[config.mk]
export PLATFORM = sky130hd
export DESIGN_NAME = score_display
export DESIGN_NICKNAME = d
export VERILOG_FILES = /design/src/rtl/score_display_pkg.sv /design/src/rtl/score_display_bin2bcd_serial.sv /design/src/rtl/score_display.sv
export SDC_FILE = /design/constraint.sdc
export NUM_CORES = 1
export LEC_CHECK = 0
export BUFFER_PORTS_ARGS = -buffer_cell sky130_fd_sc_hd__buf_2
export CAP_MARGIN = 40
export CORE_MARGIN = 2
export CORE_UTILIZATION = 45
export CTS_CLUSTER_SIZE = 28
export DETAILED_ROUTE_END_ITERATION = 6
export GPL_TIMING_DRIVEN = 0
export HOLD_SLACK_MARGIN = 0.12
export SYNTH_ARGS = -nofsm -noshare
export SYNTH_HDL_FRONTEND = slang
export SYNTH_SLANG_ARGS = --single-unit
[constraint.sdc]
create_clock -name clk -period 3.8 [get_ports clk]
set_clock_uncertainty 0.15 [all_clocks]
set_input_delay 0.57 -clock clk [delete_from_list [all_inputs] [get_ports clk]]
set_output_delay 0.57 -clock clk [all_outputs]
set_load 0.01 [all_outputs]
[src/rtl/score_display_pkg.sv]
// Shared types and constants for the score display slice.
//   state_e     : conversion control FSM states
//   SEG_DIGIT   : active-low 7-segment patterns for 0..9, [6]=a .. [0]=g
//   SEG_BLANK   : all segments off
//   ANODE_SEL   : active-low anode pattern per scan index (0=thousands .. 3=ones)
//   MAX_SCORE   : largest displayable score, larger inputs saturate to it
//   SCORE_W     : width of the binary score
package score_display_pkg;

  localparam int SCORE_W   = 14;
  localparam int MAX_SCORE = 9999;

  typedef enum logic [1:0] {
    IDLE   = 2'd0,
    SHIFT  = 2'd1,
    COMMIT = 2'd2
  } state_e;

  localparam logic [6:0] SEG_DIGIT [0:9] = '{
    7'b0000001, 7'b1001111, 7'b0010010, 7'b0000110, 7'b1001100,
    7'b0100100, 7'b0100000, 7'b0001111, 7'b0000000, 7'b0000100
  };

  localparam logic [6:0] SEG_BLANK = 7'b1111111;

  localparam logic [3:0] ANODE_SEL [0:3] = '{
    4'b0111, 4'b1011, 4'b1101, 4'b1110
  };

  // Non-BCD nibbles can only appear through corruption; show nothing for them.
  function automatic logic [6:0] seg_of(input logic [3:0] nib);
    if (nib > 4'd9) return SEG_BLANK;
    return SEG_DIGIT[nib];
  endfunction

  function automatic logic [SCORE_W-1:0] saturate(input logic [SCORE_W-1:0] s);
    if (s > SCORE_W'(MAX_SCORE)) return SCORE_W'(MAX_SCORE);
    return s;
  endfunction

endpackage

[src/rtl/score_display_bin2bcd_serial.sv]
// Serial double-dabble converter: one add-3/shift iteration per clock.
//   clk, reset_n : clock, synchronous active-low reset
//   start        : load bin_in and begin a 14-step conversion (overrides any
//                  conversion in flight)
//   bin_in       : binary value, must be <= 9999 to fit four BCD digits
//   done         : high during the cycle whose edge performs the final step;
//                  bcd_out is valid from the following cycle until next start
//   bcd_out      : four BCD digits, [15:12]=thousands
module bin2bcd_serial
  import score_display_pkg::*;
(
  input  logic               clk,
  input  logic               reset_n,
  input  logic               start,
  input  logic [SCORE_W-1:0] bin_in,
  output logic               done,
  output logic [15:0]        bcd_out
);

  logic [SCORE_W-1:0] bin_q, bin_d;
  logic [15:0]        bcd_q, bcd_d;
  logic [3:0]         cnt_q, cnt_d;
  logic [15:0]        bcd_adj;

  always_comb begin
    bcd_adj = bcd_q;
    for (int i = 0; i < 4; i++) begin
      if (bcd_q[4*i +: 4] >= 4'd5) bcd_adj[4*i +: 4] = bcd_q[4*i +: 4] + 4'd3;
    end
  end

  always_comb begin
    bin_d = bin_q;
    bcd_d = bcd_q;
    cnt_d = cnt_q;
    if (start) begin
      bin_d = bin_in;
      bcd_d = '0;
      cnt_d = 4'(SCORE_W);
    end else if (cnt_q != 4'd0) begin
      {bcd_d, bin_d} = {bcd_adj[14:0], bin_q, 1'b0};
      cnt_d          = cnt_q - 4'd1;
    end
  end

  always_ff @(posedge clk) begin
    if (!reset_n) begin
      bin_q <= '0;
      bcd_q <= '0;
      cnt_q <= '0;
    end else begin
      bin_q <= bin_d;
      bcd_q <= bcd_d;
      cnt_q <= cnt_d;
    end
  end

  assign done    = (cnt_q == 4'd1);
  assign bcd_out = bcd_q;

endmodule

[src/rtl/score_display.sv]
// Score to 4-digit multiplexed 7-segment display.
//   clk            : board clock
//   reset_n        : synchronous active-low reset
//   score_in       : binary score, sampled when score_valid=1
//   score_valid    : one-cycle strobe
//   busy           : conversion in progress (registered)
//   Anode_Activate : active-low digit enables, [3]=thousands .. [0]=ones
//   LED_out        : active-low segments, [6]=a .. [0]=g
//
// state  | meaning
// IDLE   | waiting for score_valid
// SHIFT  | converter running its 14 steps
// COMMIT | result copied into disp_bcd; restart if a newer score is waiting
module score_display
  import score_display_pkg::*;
#(
  parameter int DIGIT_CYCLES  = 5000,
  parameter bit BLANK_LEADING = 1'b0
) (
  input  logic               clk,
  input  logic               reset_n,
  input  logic [SCORE_W-1:0] score_in,
  input  logic               score_valid,
  output logic               busy,
  output logic [3:0]         Anode_Activate,
  output logic [6:0]         LED_out
);

  localparam int CNT_W = (DIGIT_CYCLES > 1) ? $clog2(DIGIT_CYCLES) : 1;

  state_e             state_q, state_d;
  logic               pend_q, pend_d;
  logic [SCORE_W-1:0] pend_val_q, pend_val_d;
  logic [15:0]        disp_bcd_q, disp_bcd_d;
  logic               busy_q, busy_d;
  logic [CNT_W-1:0]   refresh_cnt_q, refresh_cnt_d;
  logic [1:0]         scan_idx_q, scan_idx_d;
  logic [3:0]         anode_q, anode_d;
  logic [6:0]         led_q, led_d;

  logic [SCORE_W-1:0] sat_in;
  logic               conv_start;
  logic [SCORE_W-1:0] conv_bin;
  logic               conv_done;
  logic [15:0]        conv_bcd;
  logic [3:0]         digit_nib;
  logic               lead_zero;

  assign sat_in = saturate(score_in);

  bin2bcd_serial u_conv (
    .clk     (clk),
    .reset_n (reset_n),
    .start   (conv_start),
    .bin_in  (conv_bin),
    .done    (conv_done),
    .bcd_out (conv_bcd)
  );

  // A strobe arriving in COMMIT is newer than anything pending, so it is
  // started directly instead of being parked (last write wins).
  always_comb begin
    state_d    = state_q;
    pend_d     = pend_q;
    pend_val_d = pend_val_q;
    disp_bcd_d = disp_bcd_q;
    conv_start = 1'b0;
    conv_bin   = sat_in;
    case (state_q)
      IDLE: begin
        if (score_valid) begin
          conv_start = 1'b1;
          state_d    = SHIFT;
        end
      end
      SHIFT: begin
        if (score_valid) begin
          pend_d     = 1'b1;
          pend_val_d = sat_in;
        end
        if (conv_done) state_d = COMMIT;
      end
      COMMIT: begin
        disp_bcd_d = conv_bcd;
        if (score_valid) begin
          conv_start = 1'b1;
          pend_d     = 1'b0;
          state_d    = SHIFT;
        end else if (pend_q) begin
          conv_start = 1'b1;
          conv_bin   = pend_val_q;
          pend_d     = 1'b0;
          state_d    = SHIFT;
        end else begin
          state_d = IDLE;
        end
      end
      default: state_d = IDLE;
    endcase
    busy_d = (state_d != IDLE);
  end

  always_comb begin
    refresh_cnt_d = refresh_cnt_q + CNT_W'(1);
    scan_idx_d    = scan_idx_q;
    if (refresh_cnt_q == CNT_W'(DIGIT_CYCLES - 1)) begin
      refresh_cnt_d = '0;
      scan_idx_d    = scan_idx_q + 2'd1;
    end
  end

  // lead_zero: this digit and every digit above it are zero.
  always_comb begin
    digit_nib = disp_bcd_q[3:0];
    lead_zero = 1'b0;
    case (scan_idx_q)
      2'd0: begin
        digit_nib = disp_bcd_q[15:12];
        lead_zero = (disp_bcd_q[15:12] == 4'd0);
      end
      2'd1: begin
        digit_nib = disp_bcd_q[11:8];
        lead_zero = (disp_bcd_q[15:8] == 8'd0);
      end
      2'd2: begin
        digit_nib = disp_bcd_q[7:4];
        lead_zero = (disp_bcd_q[15:4] == 12'd0);
      end
      default: begin
        digit_nib = disp_bcd_q[3:0];
        lead_zero = 1'b0;
      end
    endcase
    anode_d = ANODE_SEL[scan_idx_q];
    led_d   = (BLANK_LEADING && lead_zero) ? SEG_BLANK : seg_of(digit_nib);
  end

  always_ff @(posedge clk) begin
    if (!reset_n) begin
      state_q       <= IDLE;
      pend_q        <= 1'b0;
      pend_val_q    <= '0;
      disp_bcd_q    <= '0;
      busy_q        <= 1'b0;
      refresh_cnt_q <= '0;
      scan_idx_q    <= '0;
      anode_q       <= ANODE_SEL[0];
      led_q         <= SEG_DIGIT[0];
    end else begin
      state_q       <= state_d;
      pend_q        <= pend_d;
      pend_val_q    <= pend_val_d;
      disp_bcd_q    <= disp_bcd_d;
      busy_q        <= busy_d;
      refresh_cnt_q <= refresh_cnt_d;
      scan_idx_q    <= scan_idx_d;
      anode_q       <= anode_d;
      led_q         <= led_d;
    end
  end

  assign busy           = busy_q;
  assign Anode_Activate = anode_q;
  assign LED_out        = led_q;

endmodule

Word-level counts from Yosys, hierarchy flattened

Memory sizes are Yosys's and may differ from the RTL's.
Index checks and enable logic that the tools add are counted.

Register bits after elaboration: 94
Memory bits (read-only): 112
Output and inout port bits: 12
Logic and storage cells: 83
Memories: 1

Memory list:

| memory           | words | width | read ports | clocked after memory_dff | wr ports | RTL line                | RTL |
|---|---|---|---|---|---|---|---|
| (name not given) | 16    | 7     | 1          | 0                        | 0        | score_display_pkg.sv:33 | `return SEG_DIGIT[nib];` |

$add $sub $neg: 7
$lt $le $gt $ge: 8
Eq/ne operators: 7
Muxes and demuxes: 34
Bitwise operators: 3
Reductions and logical operators: 10

Operators with widths:

| operator              | number |
|---|---|
| $mux 14               | 7 |
| $mux 4                | 7 |
| $mux 7                | 4 |
| $ge 4x3->1 const B    | 4 |
| $gt 14x14->1 const B  | 1 |
| $add 13x1->13 const B | 1 |
| $eq 13x13->1 const B  | 1 |
| $add 4x2->4 const B   | 3 |
| $pmux 4 s3            | 1 |
| $bmux 4 s2            | 1 |
| $mux 1                | 8 |
| $pmux 2 s3            | 1 |
| $reduce_bool 2->1     | 3 |
| $ge 5x5->1 const B    | 1 |
| $not 4->5             | 1 |
| $eq 2x1->1 const B    | 2 |
| $eq 2x2->1 const B    | 2 |
| $eq 4x1->1 const B    | 1 |
| $gt 4x4->1 const B    | 1 |
| $logic_not 2->1       | 2 |
| $mux 2                | 2 |
| $pmux 1 s2            | 2 |
| $reduce_and 2->1      | 2 |
| $reduce_bool 4->1     | 1 |
| 9 further kinds       | 10 |

Depth between registers and ports, before layout

Gate-level depths: netlist of the first run.

Word-level depth: 7
Mapped depth: 12
Depth with buffers taken out: 12

Modules after synthesis

From an unflattened synthesis of the first run, not the netlist that was laid out.

Cell total of the unflattened synthesis: 529
Area total of the unflattened synthesis: 4416.7 um^2

Modules (own cells, without submodules):

| module         | times used | cells an instance | area each (um^2) | sequential area each (um^2) |
|---|---|---|---|---|
| score_display  | 1          | 324               | 2736.4           | 1201.2 |
| bin2bcd_serial | 1          | 205               | 1680.4           | 680.7 |

Worst setup path after synthesis of the first run

OpenSTA, ideal clock, no wires.

Kind: register -> register
Start point: register scan_idx_q[0]
End point: register led_q[2], in the netlist LED_out[2]
Setup time: 0.125 ns
Arrival time: 2.140 ns
Path slack: 1.385 ns
Stages on the path, launching flop included: 9
Clock period less this slack: 2.415 ns
Cell sequence: dfxtp_1 > ha_1 > clkinv_1 > o21ai_0 > ha_1 > nor2_1 > a211o_1 > a22oi_1 > nor2_1

Cells in the longest elaborated chain, start to end: 7
Elaborated cells on any way between the ends: 11
Classes of those cells: 1 x order compare; 2 x eq/ne; 5 x mux; 1 x bitwise; 1 x reduce/logical; 1 x memory

Ends and longest elaborated chain:

| what                                       | RTL line                | RTL |
|---|---|---|
| start, declared                            | score_display.sv:37     | `logic [1:0] scan_idx_q, scan_idx_d;` |
| start signal, assigned                     | score_display.sv:156    | `scan_idx_q <= scan_idx_d;` |
| $eq 2x2->1 (tied with other cells)         | score_display.sv:116    | `case (scan_idx_q)` |
| $pmux 4 s3 *                               | score_display.sv:116    |  |
| $not 4->5 (not written as such)            | score_display_pkg.sv:33 |  |
| $mem_v2 16x7                               | n/a                     |  |
| $mux 7 (not written as such) (2 in series) | score_display_pkg.sv:33 |  |
| $mux 7 *                                   | score_display_pkg.sv:33 |  |
| end signal, assigned                       | score_display.sv:148    | `led_q <= SEG_DIGIT[0];` |
| end signal, assigned                       | score_display.sv:158    | `led_q <= led_d;` |
| end, declared                              | score_display.sv:39     | `logic [6:0] led_q, led_d;` |

Mark *: on every way between the ends. The rest lies on a longest branch, timed or not. The select of a mux whose other input is x is not followed.
A chain may end at the register's enable or synchronous reset.

Final worst setup path of the first run

Start point: register scan_idx_q[0]
End point: register led_q[3], in the netlist LED_out[3]

The elaborated chain is that of the path after synthesis.

==> metrics, run 1 <==
layout cell share with drive strength beyond 1 0.120; largest net degree at the start of global routing 16; routed len/inst 13.8 µm; outcome complete, no violations; CTS Hold Bufs 0; Routed Antenna Nets 0; largest family of logic cells by synthesized area compound AO/OA/AOI/OAI gates; Slew @ Worst Pin 0.925 ns; Worst Path Buf+Inv 1; Mapped Nets about 560; Ant. Diodes 0; Hold Path Class flop to flop; initial core utilization 0.457; Pwr Total between 1.5 and 2 mW; cell family with most CP delay compound AO/OA/AOI/OAI gates; WS Path Type flop to flop; Final Util 0.511; CP max-delay cell o21ai_0; Yosys reg bits 94; RSZ-0062 raised after global routing no; postcts setup bufs 0; storage element area roughly 0.0019 mm²; Max-slew headroom 0.384; CTS tree yes; number of global-route vias before repair 3,478; Reg2Reg Launch Point scan_idx_q[0]; GRT overflow 0; mux contribution to synthesized area 0.0423; register-to-register setup slack 0.97 ns; EDFF count, synth 0; Netlist Area Pre-Place 0.00441 mm²; CP arrival 2.93 ns; Post-Synth Adder-Cell Area 0.0539; crit-path max cell delay 0.56 ns; GR Util All Layers 0.198; Die Ht 103 µm; worst hold path endpoint refresh_cnt_q[0]; DR pass1 iterations 5; P_int 1.46 mW; RePlAce Congestion a little over 0.8; CTS H-tree depth 3; clock buffer depth 2; vias per inst about 5.2; core area 0.00964 mm²; Simple-Gate Fraction of Synth Area 0.193; Synth cell types 52; final std cells w/o fill 699; dpl cell area 0.00471 mm²; Highest Clock Rate 354 MHz; Chip Width 103 µm; Psw about 0.53 mW; nature of the critical path endpoint flop; hpwl dp 7180 µm; Clock Latency Late Sink 0.36 ns; Max FO, Critical Path 9; post-CTS sizing 0; Num CTS Buffers 9; worst path required time 3.90 ns; row count 36; hold path start refresh_cnt_q[0]; total clock sinks 94; Ports 29; final period utilization 0.744; clock slew at reported path FFs 0.09 ns; critical path startpoint category flop; crit path time final 2.83 ns; clock share of power 0.350; DR vias ~3.7k; worst path cell trace ha_1, clkinv_1, o21ai_0, ha_1, nor2_1, o21ai_0, o2bb2ai_1, a21oi_1, a21boi_0; sequential-to-total area share from yosys stat 0.427; Net Sw Frac 0.265; peak supply drop 0.244 mV; xor and xnor area share after synthesis 0.0278; Placed Cells just under 700; Ys Warns 0; Post-Synthesis Cells roughly 520; Hold Vio Cnt, Final 0; first-pass GRT wire length 16,300 µm; initial antenna violation count 0; Initial DRC Count 173; Synth-to-Final Area Change 11.7%; Power Density 403 mW/mm²; hold path depth 1; Port-buffer cells 28; DRC viols 0; r2r endpoint LED_out[3]; Setup TNS 0 ns; Async SR Flop Fraction 0; final setup violation count 0; die area 0.0106 mm²; syn avg cell area 8.44 µm²; Max Cap Viol 0; Synth Area in Compound Gates 0.213; fin. max-slew vios 0; Design Area, Final 0.00492 mm²; Seq pwr share 0.529; worst reg-to-reg path cell count 9; leakage 1.86 nW; fillers 983; multi-input combinational cell area ~0.0023 mm²; Layout Nets roughly 600; CTS Root Cell clkbuf_8; Post-Route WL 9670 µm; Gate power share 0.121; prevailing post-synth register cell dfxtp_1
flip-flops by register name (all words and copies together), names as in the netlist:
signal,cells
LED_out,7
refresh_cnt_q,13
busy,1
u_conv.bin_q,14
state_q,2
Anode_Activate,4
u_conv.bcd_out,16
pend_val_q,14
u_conv.cnt_q,4
disp_bcd_q,16
scan_idx_q,2
pend_q,1
power by group through the flow:
| stage | registers, mW | clock network [mW] | logic, mW |
|---|---|---|---|
| 2_1_floorplan | 1.07 | 0 | 0.174 |
| 3_3_place_gp | 1.07 | 0 | 0.237 |
| 3_5_place_dp | 1.07 | 0 | 0.243 |
| 4_1_cts | 1.05 | 0.718 | 0.244 |
| 5_1_grt | 1.06 | 0.755 | 0.272 |
| 6_report | 1.05 | 0.695 | 0.240 |
worst max-delay path by stage:
stage	start	end	cells after the start
CTS	scan_idx_q[0]	LED_out[3]	9
floorplan	scan_idx_q[0]	LED_out[2]	8
global placement	scan_idx_q[0]	LED_out[6]	9
detailed placement	scan_idx_q[0]	LED_out[3]	9
global route	scan_idx_q[0]	LED_out[3]	9
finish	scan_idx_q[0]	LED_out[3]	9
kinds of logic after synthesis:
logic type / after synthesis
and+or+nand+nor: 184
xor gates and xnor gates: 14
DFF: 94
buffers and inverters: 46
AOI/OAI and AO/OA: 148
adders and majority gates: 19
muxes: 17
synthesized netlist by cell type, types with 7 or more instances:
cell,number,share of area
a21boi_0,29,0.049
mux2_2,10,0.026
nor2b_1,7,0.0099
nand3_1,16,0.018
inv_1,16,0.014
nand2b_1,7,0.0099
xor2_1,7,0.014
a21oi_1,37,0.042
ha_1,19,0.054
xnor2_1,7,0.014
dfxtp_1,94,0.43
clkbuf_1,20,0.017
o21ai_0,38,0.043
a211oi_1,7,0.012
nor2_1,33,0.028
nand2_1,92,0.078
layout make-up:
type,instances,area share
plain buffers,29,0.0252
multi-input cells,382,0.475
flip-flops and latches,94,0.382
clock inverters,5,0.0117
clock buffers,11,0.0308
well taps,133,0.0338
repair buffers,28,0.0285
inverters,17,0.0130
stage by stage:
step                setup slack (ns)  hold slack, ns
floorplan                       1.38           0.268
global route                   0.649           0.329
global placement                1.01           0.277
CTS                            0.950           0.303
detailed placement             0.983           0.288
finish                         0.972           0.296
routing by layer:
layer	up-vias	part of all wire	global-route usage
li1	1891	-	-
met1	1718	0.50	0.268
met2	41	0.46	0.310
met3	12	0.027	0.0434
met4	0	0.016	0.0719
met5	-	0	0
placed cells by master (no fill, tap or decap), drive strengths merged, types with 3 or more instances in the layout:
cell type,instances
xor2,7
a21oi,37
nor3b,4
o21a,3
dfxtp,94
clkinv,5
a222oi,4
and3,5
or2,3
nor2,33
nand3,16
nor2b,7
o21ai,39
xnor2,7
inv,16
nand2b,7
o32ai,5
ha,19
nor3,3
mux2i,7
a21boi,30
o211ai,5
buf,37
nand2,92
and2,4
o31ai,4
a211oi,7
a31oi,4
mux2,10
clkbuf,31
Note: power is estimated with default switching activity, not from simulation.
==> run 2, diff against run 1 <==
- clock period: 3.8 -> 2.59 ns (I/O delays scaled with it)
==> run 2 against run 1 <==
  * Register-to-register slack lost 0.83 ns
  * Power grew 47%
  * Flip-flop and latch count is the same
  * Via count grew 1.2%
  * Core utilization grew 1.0 points
  * Highest routed layer unchanged
  * Die area is the same
  * Clock-buffer cell count is the same
  * Sequential share of layout area shrank 0.65 points
  * Global-route usage is the same
  * Largest cell class unchanged
==> metrics, run 2 (synthesis gave the netlist of run 1 again) <==
core area 0.00964 mm²; Highest Clock Rate ~410 MHz; Max FO, Critical Path 5; final setup violation count 0; Max-slew headroom 0.381; row count 36; layout cell share with drive strength beyond 1 0.147; Layout Nets 602; Post-Route WL 9750 µm; Clock Latency Late Sink around 0.37 ns; final setup margin 0.142 ns; Hold Path Class input port to flop; commonest non-fill, non-tap cell in the layout dfxtp_1; hpwl dp 7180 µm; largest net degree at the start of global routing 16; Max Cap Viol 0; critical path startpoint category flop; outcome complete, no violations; Die Ht 103 µm; DRC viols 0; initial core utilization 0.457; CP arrival ~2.6 ns; Final Util 0.521; RePlAce Congestion roughly 0.8; worst hold path endpoint state_q[0]; GR Util All Layers 0.198; CTS tree yes; WS Path Type flop to flop; routed len/inst around 14 µm; die area ~0.011 mm²; register-to-register setup slack 0.14 ns; DR pass1 iterations 5; total clock sinks 94; hold slack final 0.138 ns; GRT overflow 0; Power Density 580 mW/mm²; nature of the critical path endpoint flop; Ant. Diodes 0; Ports 29; worst path required time ~2.7 ns; pre-CTS setup slack -0.227 ns; hold path depth 3; fin. max-slew vios 0; Num CTS Buffers 9; initial antenna violation count 0; hold path start reset_n; peak supply drop 0.356 mV; DR vias 3,705; vias per inst 5.26; CTS Hold Bufs 0; final period utilization 0.945; Slew @ Worst Pin 0.928 ns; Hold Vio Cnt, Final 0; Synth-to-Final Area Change 13.9%; r2r endpoint LED_out[5]; Reg2Reg Launch Point scan_idx_q[0]; Chip Width 103 µm; number of global-route vias before repair 3,482; first-pass GRT wire length 16,300 µm; CTS Root Cell clkbuf_8; clock slew at reported path FFs 0.09 ns; RSZ-0062 raised after global routing no; most frequent cells in the layout dfxtp_1, nand2_1, a21oi_1; Port-buffer cells 28; leakage 1.89 nW; crit path time final ~2.4 ns; CTS H-tree depth 3; Initial DRC Count 148; worst reg-to-reg path cell count 12; Routed Antenna Nets 0; clock buffer depth 2
## run 2: changes by cell type in the layout (fill, tap and decap cells not counted), sizes merged
cell,before,now
clkinv,5,4
buf,37,42
clkinvlp,0,1
## run 2: through the flow
step / total power, mW / instances / TNS (ns) / area [µm²]
3_3_place_gp: 1.92 / 683 / -0.881 / 4710
6_report: 2.91 / 704 / 0 / 5020
3_5_place_dp: 1.93 / 683 / -1.02 / 4710
4_1_cts: 2.95 / 699 / 0 / 4940
2_1_floorplan: 1.82 / 522 / 0 / 4410
5_1_grt: 3.05 / 704 / 0 / 5020
## run 2: where the power goes
group	switching (mW)	total [mW]	internal [mW]
Clock	0.520	1.02	0.499
Sequential	0.0406	1.54	1.50
Combinational	0.213	0.354	0.141
Total	0.774	2.91	2.14
## run 2: final cells by class
class | count | area (µm²)
well taps | 133 | 166
plain buffers | 29 | 124
clock inverters | 5 | 57.6
flip-flops and latches | 94 | 1890
repair buffers | 33 | 178
clock buffers | 11 | 151
inverters | 17 | 67.6
multi-input cells | 382 | 2390
fillers | 971 | 4620
## run 2: how the worst max path moves through the flow
| stage | end | cells after the start | from |
|---|---|---|---|
| final | LED_out[5] | 12 | scan_idx_q[0] |
| after global routing | LED_out[4] | 13 | scan_idx_q[0] |
| after CTS | LED_out[3] | 12 | scan_idx_q[0] |
| after detailed placement | LED_out[3] | 9 | scan_idx_q[0] |
| after global placement | LED_out[6] | 9 | scan_idx_q[0] |
| after floorplan | LED_out[2] | 8 | scan_idx_q[0] |
## run 2: worst max-delay path, stage by stage (launching register included)
cell and delay, ns:
dfxtp_4 0.38, inv_1 0.06, ha_2 0.21, a222oi_1 0.37, nand2_1 0.14, nand2_2 0.10, buf_4 0.13, ha_4 0.14
buf_4 0.11, o21ai_1 0.06, o2bb2ai_2 0.19, buf_4 0.14, o21a_1 0.17
## run 2: what timing repair did
item / in CTS / in global routing
setup buffers: 0 / 5
pin swaps: 2 / 6
endpoints found under the setup margin: 6 / 7
gates resized for setup: 6 / 11
## run 2: layer usage
layer	track usage	part of all wire
met5	0	0
met4	0.0719	0.018
met3	0.0434	0.030
met2	0.311	0.46
met1	0.268	0.49
